[config.mk]
export PLATFORM = sky130hd
export DESIGN_NAME = count_scheduler_flat
export DESIGN_NICKNAME = d
export VERILOG_FILES = /design/src/rtl/count_scheduler_if.sv /design/src/rtl/count_scheduler.sv /design/src/flat_wrapper.sv
export SDC_FILE = /design/constraint.sdc
export NUM_CORES = 1
export LEC_CHECK = 0
export ABC_AREA = 1
export ABC_CLOCK_PERIOD_IN_PS = 1280
export BUFFER_PORTS_ARGS = -buffer_cell sky130_fd_sc_hd__buf_2
export CAP_MARGIN = 20
export CORE_MARGIN = 3
export CORE_UTILIZATION = 42
export DETAILED_ROUTE_END_ITERATION = 7
export GPL_TIMING_DRIVEN = 0
export PLACE_DENSITY = 0.68
export RECOVER_POWER = 100
export REMOVE_ABC_BUFFERS = 1
export SLEW_MARGIN = 20
export SYNTH_ARGS = -nofsm -noshare
export SYNTH_HDL_FRONTEND = slang
export SYNTH_SLANG_ARGS = --single-unit
[constraint.sdc]
create_clock -name clk -period 1.28 [get_ports clk]
set_input_delay 0.256 -clock clk [delete_from_list [all_inputs] [get_ports clk]]
set_output_delay 0.256 -clock clk [all_outputs]
set_load 0.05 [all_outputs]
[src/rtl/count_scheduler_if.sv]
// Request/grant/count bundle between a requester pair and count_scheduler.
// master: the requester side (drives req/limit, observes grant/done/count).
// slave:  the scheduler side.
interface count_scheduler_if #(
  parameter int unsigned N = 3
);

  logic         req0;
  logic         req1;
  logic [N-1:0] limit0;
  logic [N-1:0] limit1;
  logic         gnt0;
  logic         gnt1;
  logic         done0;
  logic         done1;
  logic         busy;
  logic [N-1:0] count;

  modport master (
    output req0,
    output req1,
    output limit0,
    output limit1,
    input  gnt0,
    input  gnt1,
    input  done0,
    input  done1,
    input  busy,
    input  count
  );

  modport slave (
    input  req0,
    input  req1,
    input  limit0,
    input  limit1,
    output gnt0,
    output gnt1,
    output done0,
    output done1,
    output busy,
    output count
  );

endinterface

[src/rtl/count_scheduler.sv]
// count_scheduler: two requesters share one up-counter. A granted requester
// owns the counter for limit+1 RUN cycles plus one DONE cycle carrying its
// done pulse. Ties are broken round-robin, first tie after reset goes to req0.
// Optional build macro COUNT_SCHED_ABORT_EN: the owner dropping its request
// during RUN abandons the run (back to IDLE, no done pulse).
module count_scheduler #(
  parameter int unsigned N = 3
) (
  input logic              clk,
  input logic              reset,
  count_scheduler_if.slave bus
);

  typedef enum logic [1:0] {
    StIdle = 2'd0,
    StRun  = 2'd1,
    StDone = 2'd2
  } state_e;

  state_e       state_q, state_d;
  logic         owner_q, owner_d;  // 0: req0 owns the run, 1: req1
  logic         last_q, last_d;    // requester served most recently
  logic [N-1:0] count_q, count_d;
  logic [N-1:0] limit_q, limit_d;

  // Arbitration result, only consumed in IDLE.
  logic         win_valid;
  logic         win;

  // Round-robin pick: a lone request wins outright; a tie goes to the
  // requester not served last. last_q resets to 1 so the first tie picks req0.
  always_comb begin
    win_valid = bus.req0 | bus.req1;
    win       = 1'b0;
    if (bus.req0 && bus.req1) begin
      win = ~last_q;
    end else if (bus.req1) begin
      win = 1'b1;
    end
  end

  // Next-state logic for the IDLE -> RUN -> DONE -> IDLE sequence.
  always_comb begin
    state_d = state_q;
    owner_d = owner_q;
    last_d  = last_q;
    count_d = count_q;
    limit_d = limit_q;

    unique case (state_q)
      StIdle: begin
        count_d = '0;
        if (win_valid) begin
          state_d = StRun;
          owner_d = win;
          last_d  = win;
          // Limit is captured once here; later changes on limit0/1 are ignored.
          limit_d = win ? bus.limit1 : bus.limit0;
        end
      end

      StRun: begin
`ifdef COUNT_SCHED_ABORT_EN
        // Owner withdrawing its request abandons the run without a done pulse.
        if (!(owner_q ? bus.req1 : bus.req0)) begin
          state_d = StIdle;
          count_d = '0;
        end else if (count_q == limit_q) begin
          state_d = StDone;
        end else begin
          count_d = count_q + N'(1);
        end
`else
        if (count_q == limit_q) begin
          state_d = StDone;
        end else begin
          count_d = count_q + N'(1);
        end
`endif
      end

      StDone: begin
        // Requests are not looked at here; a held request is re-arbitrated
        // from IDLE on the next edge.
        state_d = StIdle;
        count_d = '0;
      end

      default: begin
        state_d = StIdle;
        count_d = '0;
      end
    endcase
  end

  // State register with asynchronous active-low reset.
  always_ff @(posedge clk or negedge reset) begin
    if (!reset) begin
      state_q <= StIdle;
      owner_q <= 1'b0;
      last_q  <= 1'b1;
      count_q <= '0;
      limit_q <= '0;
    end else begin
      state_q <= state_d;
      owner_q <= owner_d;
      last_q  <= last_d;
      count_q <= count_d;
      limit_q <= limit_d;
    end
  end

  // Moore outputs decoded from registered state only.
  always_comb begin
    bus.gnt0  = 1'b0;
    bus.gnt1  = 1'b0;
    bus.done0 = 1'b0;
    bus.done1 = 1'b0;
    bus.busy  = (state_q != StIdle);
    bus.count = count_q;
    if (state_q == StRun || state_q == StDone) begin
      bus.gnt0 = ~owner_q;
      bus.gnt1 = owner_q;
    end
    if (state_q == StDone) begin
      bus.done0 = ~owner_q;
      bus.done1 = owner_q;
    end
  end

endmodule

[src/flat_wrapper.sv]
// flat-port wrapper written by rule: the top's interface ports become plain ports
module count_scheduler_flat 
#(
  parameter int unsigned N = 3
)
  (clk, reset, bus_req0, bus_req1, bus_limit0, bus_limit1, bus_gnt0, bus_gnt1, bus_done0, bus_done1, bus_busy, bus_count);
  count_scheduler_if #(.N(N)) bus_i ();
  input logic clk;
  input logic reset;
  input wire logic [$bits(bus_i.req0)-1:0] bus_req0;
  input wire logic [$bits(bus_i.req1)-1:0] bus_req1;
  input wire logic [$bits(bus_i.limit0)-1:0] bus_limit0;
  input wire logic [$bits(bus_i.limit1)-1:0] bus_limit1;
  output wire logic [$bits(bus_i.gnt0)-1:0] bus_gnt0;
  output wire logic [$bits(bus_i.gnt1)-1:0] bus_gnt1;
  output wire logic [$bits(bus_i.done0)-1:0] bus_done0;
  output wire logic [$bits(bus_i.done1)-1:0] bus_done1;
  output wire logic [$bits(bus_i.busy)-1:0] bus_busy;
  output wire logic [$bits(bus_i.count)-1:0] bus_count;
  assign bus_i.req0 = bus_req0;
  assign bus_i.req1 = bus_req1;
  assign bus_i.limit0 = bus_limit0;
  assign bus_i.limit1 = bus_limit1;
  assign bus_gnt0 = bus_i.gnt0;
  assign bus_gnt1 = bus_i.gnt1;
  assign bus_done0 = bus_i.done0;
  assign bus_done1 = bus_i.done1;
  assign bus_busy = bus_i.busy;
  assign bus_count = bus_i.count;
  count_scheduler #(.N(N)) u_core (.clk(clk), .reset(reset), .bus(bus_i));
endmodule
After elaboration in Yosys (flattened, before gate mapping)
Cells that the tools add are included.
{ "word_totals": {"wordCells": 33, "inputBits": 10, "register_bits": 10} }
{ "op_classes": {"n_eq_ne": 6, "muxes": 12, "bitwise": 3, "reduce_logical": 6, "addsub": 1} }
{ "ops": {"columns": ["op", "n"], "rows": [
  ["$mux W3", 3],
  ["$mux W1", 6],
  ["$mux W2", 2],
  ["$ne A2 B1 Y1 const B", 2],
  ["$pmux W2 S2", 1],
  ["$reduce_and A2 Y1", 2],
  ["$add A3 B1 Y3 const B", 1],
  ["$eq A3 B3 Y1", 1],
  ["$eq A2 B1 Y1 const B", 1],
  ["$eq A2 B2 Y1 const B", 1],
  ["$logic_not A2 Y1", 1],
  ["$ne A2 B2 Y1 const B", 1],
  ["$not A1 Y1", 2],
  ["$reduce_bool A2 Y1", 1],
  ["$logic_and A1 B1 Y1", 1],
  ["$logic_or A1 B1 Y1", 1],
  ["$or A1 B1 Y1", 1]
]} }

Longest topological paths before layout
{ "logic_depth": {"depth_word": 3, "depth_mapped": 8} }

Least setup slack after synthesis
Ideal clock, no wire load.
{ "synth_timing": {"path_kind": "flip-flop to output port", "startpoint": "register u_core.state_q[0]", "endpoint": "output port bus_gnt0", "path_buffers": 0, "path_stages_with_launch": 5, "arrival_ps": 1378, "path_slack_ps": -354, "required_ps": 1024, "cell_sequence": "dfrtp_1 inv_1 ha_1 inv_1 nor2_1"} }
{ "synth_via": {"elab_chain_cells": 3, "elab_cells_between_ends": 4} }
{ "synth_rtl": {"columns": ["element", "line_no", "rtl"], "rows": [
  ["start, declared", "count_scheduler.sv:20", "state_e state_q, state_d;"],
  ["start signal, assigned", "count_scheduler.sv:99", "state_q <= StIdle;"],
  ["start signal, assigned", "count_scheduler.sv:105", "state_q <= state_d;"],
  ["$eq A2 B1 Y1 or $eq A2 B2 Y1 (tied branches)", "count_scheduler.sv:121", "if (state_q == StRun || state_q == StDone) begin"],
  ["$logic_or A1 B1 Y1 (*)", "count_scheduler.sv:121", null],
  ["$mux W1 (*)", "count_scheduler.sv:121", null],
  ["end, declared", "flat_wrapper.sv:14", "output wire logic [$bits(bus_i.gnt0)-1:0] bus_gnt0;"]
]} }
Mark *: on every way between the ends. The rest lies on a longest branch, timed or not.

Worst setup path in the final report
Ends and elaborated chain as after synthesis.

==> flow_summary.json <==
{
  "hold_depth": 3,
  "status": "complete, but fails checks",
  "power_frac_seq": 0.224,
  "num_rows": 13,
  "final-max-slew-violation-count": 0,
  "clock_sinks": 10,
  "end_kind": "primary output",
  "grt_pass1_wl_mm": 2.57,
  "dp_hpwl_um": 924,
  "drt-initial-drc-count": 5,
  "die_y_um": 43.9,
  "port_buffers": 17,
  "pwr-share-comb": 0.670,
  "instances_no_fill": 126,
  "gp_congestion": 0.704,
  "synth_compound_area_frac": 0.122,
  "path_clk_slew_ps": 70,
  "fin_crit_ps": 1520,
  "pin_count": 18,
  "cts_tree": "done",
  "worstMarginPinSlew_ps": 582,
  "p_switching_uw": 1300,
  "dp_cells": 110,
  "ant_nets": 0,
  "dieArea_um2": 1930,
  "start_util": 0.459,
  "timing.final.hold_violations": 0,
  "p_total_uw": 2750,
  "synth_cells": 78,
  "drc": 0,
  "synth.top_cell.area_share": 0.373,
  "numCtsBuffers": 3,
  "grt_pass1_vias": 592,
  "yosysUniqueCellTypes": 18,
  "fp.coreArea_um2": 1320,
  "async_flop_share": 1.00,
  "die_x_um": 43.9,
  "synth_mux_area_frac": 0,
  "nets": 127,
  "synthSimpleGateAreaFrac": 0.238,
  "synthMostInstantiatedCell": "nand2_1",
  "syn_area_per_cell_um2": 7.75,
  "switching_share": 0.474,
  "grt_max_degree": 11,
  "clockPowerShare": 0.106,
  "internal_power_uw": 1450,
  "setup_viol": 6,
  "synth_warnings": 0,
  "antenna_found_initial": 0,
  "rr_worst_depth": 7,
  "synth_top_family_by_area": "simple AND/OR/NAND/NOR gates",
  "finalWorstSetupSlack_ps": -241,
  "wl_mm": 1.48,
  "fin_skew_ps": 4.04,
  "synth_adder_area_share": 0.104,
  "synthFlopType": "dfrtp_1",
  "wire_per_inst_um": 11.8,
  "maxSlewHeadroom": 0.612,
  "violations": "setup timing",
  "worstSetupPathType": "reg -> out",
  "crit_path_max_fanout": 3,
  "grt_overflow": 0,
  "synth_edf_count": 0,
  "fin_crit_sh": 1.19,
  "synthToLayoutAreaGrowth_pct": 55.9,
  "cellPowerDensity_nw_per_um2": 2920,
  "first_pass_iters": 4,
  "htree_num_levels": 1,
  "rsz0062_at_grt": "yes",
  "max_freq_mhz": 658,
  "vias": 610,
  "drive_gt1_frac": 0.495,
  "cp.arrival_ps": 1260,
  "synth_area_leaders": "dfrtp_1 37%, nand2_1 13%, ha_1 10%",
  "worstSetupStartpointType": "register",
  "synth_area_um2": 604,
  "hp-class": "in -> reg",
  "diodes": 0,
  "cts_root_buffer": "clkbuf_4",
  "critPathRequiredTime_ps": 1020,
  "ys_top_cells_by_count": "21 x nand2_1, 14 x inv_1, 9 x dfrtp_1, 6 x nor2_1",
  "clk_latency_ps": 270,
  "cts.path.max_buffers": 2,
  "synth_seq_area_share": 0.416,
  "maxCapViolations": 0,
  "ys_ff_latch": 10,
  "viasPerCell": 4.84,
  "grt_use_total": 0.179,
  "yosysTopAreaCell": "dfrtp_1",
  "ir_drop_v": 0.00245,
  "p_leak_uw": 0.000493,
  "synth_xor_area_frac": 0.0145
}
-- cell usage in the layout (no fill, tap or decap), types with 2 or more instances in the layout --
cell / n
buf_6: 6
nand2_1: 20
o21ai_1: 4
nand3_2: 2
o22ai_1: 2
buf_2: 8
ha_4: 2
nor2_2: 2
inv_2: 8
clkbuf_4: 5
nor2_1: 4
ha_1: 2
nand2_2: 2
buf_4: 9
inv_1: 8
nand3_1: 3
dfrtp_1: 9
-- worst max-delay path: stages, from the launching register on --
cell     delay (ps)
dfrtp_1         380
inv_2            70
ha_4            270
inv_2            30
nor2_2           90
buf_6           170
-- power groups by stage --
stage / sequential [uW] / clock (uW) / combinational (uW)
floorplan: 684 / 0 / 859
global placement: 598 / 0 / 1170
detailed placement: 599 / 0 / 1200
CTS: 594 / 305 / 1600
global route: 639 / 314 / 2000
finish: 615 / 292 / 1840
-- cell type report --
cell class                 count  area, um2
fill                         117        375
multi-input combinational     51        345
sequential                    10        251
timing repair buffer          29        224
inverter                      17       66.3
clock buffer                   4       36.3
tap                           15       18.8
-- cells by family after synthesis --
family,Yosys count
adders and majority gates,5
AOI/OAI and AO/OA,11
and+or+nand+nor,34
xor gates and xnor gates,1
buffers and inverters,17
DFF,10
-- routing by layer --
| layer | vias up | wire length, um | GRT usage | part of all wire |
|---|---|---|---|---|
| li1 | 306 | - | - | - |
| met5 | - | 0 | 0 | 0 |
| met2 | 19 | 795 | 0.314 | 0.54 |
| met3 | 5 | 97 | 0.0498 | 0.065 |
| met4 | 0 | 20 | 0.0542 | 0.014 |
| met1 | 280 | 567 | 0.210 | 0.38 |
-- worst paths after layout --
kind | start | endpoint | slack [ps]
max | u_core.state_q[0] | bus_gnt0 | -240
min | bus_limit0[1] | u_core.limit_q[1] | 240
max reg2reg | u_core.state_q[0] | u_core.limit_q[0] | -10
min reg2reg | u_core.last_q | u_core.last_q | 490
max in group asynchronous | reset | u_core.bus.count[1] | 410
min in group asynchronous | reset | u_core.limit_q[1] | 490
-- metrics by stage --
stage                     setup slack (ps)   util  setup TNS, ps  hold slack (ps)  area (um2)
after floorplan                       -354      -          -1200            -39.6         604
after global placement               -78.0  0.538           -172              134         708
after detailed placement             -77.0  0.538           -196              134         708
after CTS                             -257  0.655           -992              230         863
after global routing                  -300  0.715          -1590              264         942
final                                 -241  0.715           -955              236         942
-- flip-flops by register name, summed over array words and instances (netlist names) --
| signal | cells |
|---|---|
| u_core.limit_q | 3 |
| u_core.bus.count | 3 |
| u_core.last_q | 1 |
| u_core.owner_q | 1 |
| u_core.state_q | 2 |
-- repair_timing --
action,in CTS,in global routing
setup endpoints to repair,8,16
setup buffers,7,4
endpoints found under the hold margin,9,0
pin swaps,3,3
resized for setup,19,17
hold buffers,1,0
gates cloned,0,0
Note: power is estimated with default switching activity, not from simulation.
